$ cat config.mk
export PLATFORM = sky130hd
export DESIGN_NAME = mux4_rr_arbiter
export DESIGN_NICKNAME = d
export VERILOG_FILES = /design/src/rtl/mux4_rr_arbiter.sv
export SDC_FILE = /design/constraint.sdc
export NUM_CORES = 1
export LEC_CHECK = 0
export ABC_AREA = 1
export CORE_ASPECT_RATIO = 1.2
export CORE_MARGIN = 5
export CORE_UTILIZATION = 48
export CTS_CLUSTER_SIZE = 25
export DETAILED_ROUTE_END_ITERATION = 6
export PLACE_DENSITY = 0.83
export SLEW_MARGIN = 20
export SYNTH_ARGS = -nofsm -noshare
export SYNTH_HDL_FRONTEND = slang
export SYNTH_SLANG_ARGS = --single-unit
$ cat constraint.sdc
create_clock -name clk -period 2 [get_ports clk]
set_input_delay 0.2 -clock clk [delete_from_list [all_inputs] [get_ports clk]]
set_output_delay 0.2 -clock clk [all_outputs]
set_load 0.01 [all_outputs]
$ cat src/rtl/mux4_rr_arbiter.sv
// Round-robin arbiter for a shared 4:1 mux path with a bounded burst length.
// Owns the select lines and registers the selected requester data onto y.
module mux4_rr_arbiter #(
    parameter int DATA_W    = 1,
    parameter int MAX_BURST = 8
) (
    input  logic              clk,
    input  logic              rst_n,
    input  logic [3:0]        req,
    input  logic [DATA_W-1:0] a,
    input  logic [DATA_W-1:0] b,
    input  logic [DATA_W-1:0] c,
    input  logic [DATA_W-1:0] d,
    output logic [3:0]        gnt,
    output logic              s1,
    output logic              s0,
    output logic [DATA_W-1:0] y,
    output logic              y_valid
);

    localparam int              CNT_W   = $clog2(MAX_BURST + 1);
    localparam logic [CNT_W-1:0] CNT_MAX = CNT_W'(MAX_BURST);
    localparam logic [CNT_W-1:0] CNT_ONE = CNT_W'(1);

    typedef enum logic {
        IDLE = 1'b0,
        BUSY = 1'b1
    } state_t;

    state_t            state_q, state_d;
    logic [1:0]        ptr_q, ptr_d;
    logic [1:0]        own_q, own_d;
    logic [CNT_W-1:0]  cnt_q, cnt_d;
    logic [3:0]        others;
    logic [1:0]        own_nxt;
    logic [DATA_W-1:0] y_p1;
    logic              vld_p1;

    // First requester found scanning start, start+1, ... modulo 4.
    function automatic logic [1:0] rr_pick(input logic [3:0] r, input logic [1:0] start);
        logic [1:0] idx;
        logic [1:0] pick;
        logic       found;
        pick  = start;
        found = 1'b0;
        for (int i = 0; i < 4; i++) begin
            idx = start + 2'(i);
            if (!found && r[idx]) begin
                pick  = idx;
                found = 1'b1;
            end
        end
        return pick;
    endfunction

    function automatic logic [DATA_W-1:0] mux4(input logic [1:0] sel,
                                               input logic [DATA_W-1:0] i0,
                                               input logic [DATA_W-1:0] i1,
                                               input logic [DATA_W-1:0] i2,
                                               input logic [DATA_W-1:0] i3);
        logic [DATA_W-1:0] o;
        o = i0;
        case (sel)
            2'd0: o = i0;
            2'd1: o = i1;
            2'd2: o = i2;
            2'd3: o = i3;
        endcase
        return o;
    endfunction

    assign others  = req & ~(4'b0001 << own_q);
    assign own_nxt = own_q + 2'd1;

    // Stage p0: arbitration state
    always_ff @(posedge clk or negedge rst_n) begin
        if (!rst_n) begin
            state_q <= IDLE;
            ptr_q   <= 2'd0;
            own_q   <= 2'd0;
            cnt_q   <= '0;
        end else begin
            state_q <= state_d;
            ptr_q   <= ptr_d;
            own_q   <= own_d;
            cnt_q   <= cnt_d;
        end
    end

    always_comb begin
        state_d = state_q;
        ptr_d   = ptr_q;
        own_d   = own_q;
        cnt_d   = cnt_q;
        case (state_q)
            IDLE: begin
                if (|req) begin
                    state_d = BUSY;
                    own_d   = rr_pick(req, ptr_q);
                    cnt_d   = CNT_ONE;
                end
            end
            BUSY: begin
                if (!req[own_q]) begin
                    ptr_d = own_nxt;
                    if (|others) begin
                        own_d = rr_pick(others, own_nxt);
                        cnt_d = CNT_ONE;
                    end else begin
                        state_d = IDLE;
                    end
                end else if (cnt_q == CNT_MAX) begin
                    cnt_d = CNT_ONE;
                    if (|others) begin
                        ptr_d = own_nxt;
                        own_d = rr_pick(others, own_nxt);
                    end
                end else begin
                    cnt_d = cnt_q + CNT_ONE;
                end
            end
        endcase
    end

    always_comb begin
        gnt = '0;
        if (state_q == BUSY) begin
            gnt = 4'b0001 << own_q;
        end
        {s1, s0} = own_q;
    end

    // Stage p1: registered mux output, valid lags the grant by one cycle
    always_ff @(posedge clk or negedge rst_n) begin
        if (!rst_n) begin
            y_p1   <= '0;
            vld_p1 <= 1'b0;
        end else begin
            vld_p1 <= (state_q == BUSY);
            if (state_q == BUSY) begin
                y_p1 <= mux4(own_q, a, b, c, d);
            end
        end
    end

    assign y       = y_p1;
    assign y_valid = vld_p1;

endmodule

Word-level counts from Yosys, hierarchy flattened --
Cells that the tools add are included.
Word-level totals: register bits after elaboration 11, bits in latches 0, memory bits (writable) 0, bits in read-only memories 0, input port bits 10, output and inout bits 8, word-level logic and storage cells 142, memories 0
Operators by class: $add $sub $neg 8, $mul 0, divide/modulo/power cells 0, order comparisons 9, equality and inequality tests 10, shift-type cells 1, muxes and demuxes 81, bitwise logic cells 3, reduce and logical (&&, ||, !) cells 24
Operators with widths (number):
- 1-bit two-way mux | 46
- 2-bit two-way mux | 17
- 2-bit by 3-bit < comparator with 1-bit output, second input constant | 9
- 4-bit two-way mux | 5
- 1-bit binary-select mux with 2-bit select | 9
- 1-bit logical AND | 9
- 1-bit zero test | 9
- 2-bit adder, second input constant | 4
- 4-bit one-hot mux with 2 select lines | 1
- 4-bit OR reduction | 2
- 2-bit by 1-bit adder with 2-bit output, second input constant | 3
- 4-bit by 1-bit adder with 4-bit output, second input constant | 1
- 4-bit bitwise AND | 1
- 2-bit == test, second input constant | 2
- 4-bit == test, second input constant | 1
- 2-bit by 1-bit inequality test with 1-bit output, second input constant | 2
- 4-bit NOT | 1
- 1-bit one-hot mux with 4 select lines | 1
- 2-bit one-hot mux with 2 select lines | 1
- 4-bit AND reduction | 1
- 1-bit by 2-bit left shift with 4-bit output, first input constant | 1
- 3-bit by 1-bit inequality test with 1-bit output, second input constant | 1
- 3-bit by 2-bit inequality test with 1-bit output, second input constant | 1
- 3-bit inequality test, second input constant | 1
- other kinds (7) | 7

Logic depth before layout (Yosys ltp) --
depth in word-level cells 31, depth in mapped cells 16, mapped depth without buffers 16

Worst setup path after synthesis --
No wires, ideal clock.
kind reg2reg, from register own_q[0], to register own_q[0], setup time 0.123 ns, data arrival time 1.983 ns, required time 1.877 ns, setup slack -0.106 ns, stages on the path, launching flop included 14, buffers on the path 1, clock period less this slack 2.106 ns, cells stage by stage dfrtp_1 inv_1 ha_1 buf_4 xnor2_2 nand3_1 nand2_2 nand2_2 nor2_2 a21oi_1 nor2_1 nor2_1 nand2_1 nand2_1
Between the ends: elaborated cells on any way between the ends 70, those cells by class add/sub (4); eq/ne (3); shift (1); mux (46); bitwise (2); reduce/logical (14)
RTL lines:
- start: declaration | line 32 | logic [1:0] own_q, own_d;
- start signal: assignment | line 85 | own_q <= own_d;
- 2-bit by 1-bit adder with 2-bit output (*) | line 73 | assign own_nxt = own_q + 2'd1;
- via own_nxt[0] | line 35 | logic [1:0] own_nxt;
- 1-bit binary-select mux with 2-bit select | line 48 | if (!found && r[idx]) begin
- 1-bit two-way mux (not written as such) | line 48
- 1-bit two-way mux | line 48
- 1-bit two-way mux | line 106, 114
- 1-bit two-way mux | line 112 | end else if (cnt_q == CNT_MAX) begin
- 1-bit two-way mux | line 104 | if (!req[own_q]) begin
- (+14 left out)
- 1-bit two-way mux | line 95 | case (state_q)
- 1-bit zero test | line 48
- 1-bit logical AND | line 48
- 2-bit two-way mux | line 48
- 2-bit two-way mux | line 114 | if (|others) begin
- 2-bit two-way mux | line 112
- 2-bit two-way mux (*) | line 104
- 2-bit one-hot mux with 2 select lines (*) | line 95
The timed path passes the listed nets; every way through them passes the cells marked *. The select of a mux whose other input is x is not followed. A chain may end at the register's enable or synchronous reset.

Final worst setup path --
from register own_q[0], to register cnt_q[2]
Between the ends: cells in the longest elaborated chain, start to end 6, elaborated cells on any way between the ends 10, those cells by class eq/ne (1); shift (1); mux (4); bitwise (2); reduce/logical (2)
RTL lines:
- 1-bit by 2-bit left shift with 4-bit output | line 72 | assign others = req & ~(4'b0001 << own_q);
- 4-bit NOT | line 72
- 4-bit bitwise AND | line 72
- 4-bit OR reduction | line 106 | if (|others) begin
- 3-bit by 1-bit inequality test with 1-bit output (no source line)
- 2-bit AND reduction (no source line)
- end signal: assignment | line 86 | cnt_q <= cnt_d;
- end: declaration | line 33 | logic [CNT_W-1:0] cnt_q, cnt_d;
Several ways; a longest one is shown, not always the timed one. The select of a mux whose other input is x is not followed.

==> qor.txt <==
commonest non-fill, non-tap cell in the layout -> nand2_1
total power -> 0.00300 W
initial DRC count -> 36
most common flop cell mapped by yosys -> dfrtp_1
CTS Buffer Depth -> 2
Req. time, crit path -> 2170 ps
crit end category -> flop
post-synthesis register bit count -> 11
Synth Instances -> 198
post-route cell area -> 1540 um2
die height -> 64.7 um
largest net degree at the start of global routing -> 13
commonest cells after routing, fill and taps aside -> nand2_1, nand3_1, inv_1, clkdlybuf4s50_1, o21ai_0
fraction of the mapped netlist area in adder cells -> 6.28%
DP HPWL -> 2300 um
P&R area growth vs syn -> 28.5%
CTS clk-pin slew, worst paths -> 70 ps
area of the mapped netlist -> 1200 um2
critical path type -> flop to flop
Die W -> 55.6 um
number of synthesized flops with an enable pin -> 0
Setup WS post-layout -> 102 ps
sequential fraction of the synthesis area -> 23.0%
# nets final -> 241
PortBufs -> 17
Tmin final -> 1900 ps
root buf cell -> clkbuf_4
Final Hold Vio Count -> 0
Synth warnings -> 0
post-route clock period utilization -> 94.9%
Die Footprint -> 3590 um2
worst-margin pin slew -> 488 ps
Max Cap Violations -> 0
CTS H-Tree Depth -> 1
RePlAce Congestion -> 0.924
placed instance area -> 1410 um2
clock sinks -> 11
Worst Hold Class -> input pin to async pin
XOR/XNOR Fraction of Synth Area -> 3.45%
antenna cells -> 0
LEAKAGE -> 0.811 nW
setup violators final -> 0
WL/cell -> 12.0 um
portion of netlist area occupied by mux cells -> 0%
Slew HR -> 67.4%
final WL -> 3070 um
Critical Path Fanout Max -> 5
clock latency on the worst-skew pair -> 270 ps
overall fraction of global-route tracks in use -> 17.6%
Post-synth ARST share -> 100%
post-DR vias/cell -> 5.15
fin cells -> 255
core footprint -> 2330 um2
power density over cell area -> 1960 nW/um2
Post-CTS Hold Buffers -> 0
total global routing overflow -> 0
Worst setup SP type -> flop
Antenna Nets Post-Route -> 0
share of post-route cells with drive strength above 1 -> 18.3%
CP arrival -> 2070 ps
Compound-Gate Fraction of Synth Area -> 8.47%
Max IR drop VDD -> 1260 uV
syn avg cell area -> 6.04 um2
synthesized-area fraction occupied by and/or/nand/nor cells -> 46.9%
via count -> 1314
syn nets -> 214
count of cell types in the netlist -> 23
Residual DRC -> 0
starting density of the core -> 51.3%
largest family of logic cells by synthesized area -> simple AND/OR/NAND/NOR gates
first-pass GRT wire length -> 5300 um
total CTS buffers -> 3
vias in the first global route -> 1222
f_max -> 527 MHz
pre-CTS setup slack -> -16.2 ps
setup TNS -> 0 ps
Max Slew Vio Count -> 0
Site Rows -> 19
DP Cell Count -> 248
drt pass-1 iters -> 4
status -> finished, final reports clean
CTS tree -> built
antenna violations before repair -> 0
num ports -> 18
final worst clock skew -> 8.26 ps
-- per-stage QoR --
stage               utilization [%]  hold WS, ps
floorplan                         -        -95.6
global placement               60.7          474
detailed placement             60.7          482
CTS                            62.2          268
global route                   66.0          297
finish                         66.0          252
-- logic make-up (layout without fill, tap and decap cells) --
logic type,count (synthesis),after routing
AO/OA/AOI/OAI,17,17
flip-flops,11,11
adder cells (fa/ha/maj),6,6
AND/OR/NAND/NOR,129,129
XOR/XNOR,3,3
buffers and inverters,32,58
-- cells in the mapped netlist (2+ instances only) --
cell type  instances  share of area [%]
nand2_1           81                 25
nand3_1           29                 12
inv_1             26                8.2
dfrtp_1           11                 23
o21ai_0           11                4.6
nor2_1             8                2.5
ha_1               6                6.3
a21oi_1            4                1.7
nand2_2            3                1.6
buf_4              2                1.3
buf_6              2                1.9
inv_2              2               0.63
nand3_2            2                1.7
nor2_2             2                1.0
-- sequential cells by signal, summed over array words and instances (netlist names) --
name	flops
cnt_q	4
own_q	2
ptr_q	2
state_q	1
y	1
y_valid	1
-- layer usage --
metal  global-route usage (%)  vias up  share of wire [%]
li1                         -      680                  -
met1                     21.9      597                 42
met2                     31.7       33                 52
met3                     2.98        4                4.3
met4                     3.95        0                1.2
met5                        0        -                  0
-- where the power goes --
group	total (W)	leakage [nW]	switching, W	internal [W]
clock	0.000153	0.0150	0.0000756	0.0000773
combinational	0.00241	0.667	0.00141	0.000996
sequential	0.000441	0.129	0.000120	0.000321
-- worst max-delay path, cell delays in order (launching register included) --
cell     delay, ps
dfrtp_2        450
inv_4           90
buf_4          130
ha_4           150
o21ai_0        100
nor2_1         170
nand2_1        130
o22ai_4        210
inv_2           90
nand2_1         80
xor2_1         150
nor2_1          50
-- repair_timing --
action	4_1_cts	5_1_grt
pin swaps	1	6
gates cloned	0	0
gates resized for setup	1	19
setup endpoints to repair	2	7
buffers inserted	1	2
-- final timing paths --
check	start	to	slack, ps	cells after the start
setup / recovery	own_q[0]$_DFFE_PN0P_	cnt_q[2]$_DFFE_PN0P_	100	11
hold / removal	rst_n	cnt_q[0]$_DFFE_PN0P_	250	1
setup reg to reg	own_q[0]$_DFFE_PN0P_	cnt_q[2]$_DFFE_PN0P_	100	11
hold reg to reg	y$_DFFE_PN0P_	y$_DFFE_PN0P_	500	2
max in group asynchronous	rst_n	own_q[0]$_DFFE_PN0P_	1380	1
min in group clk	y$_DFFE_PN0P_	y$_DFFE_PN0P_	500	2
-- cell type report --
class	instances	area, um2
multi-input combinational	155	847
fill	209	793
sequential	11	277
timing repair buffer	26	240
inverter	28	108
tap	31	38.8
clock buffer	4	26.3
(Power assumes the default switching activity.)
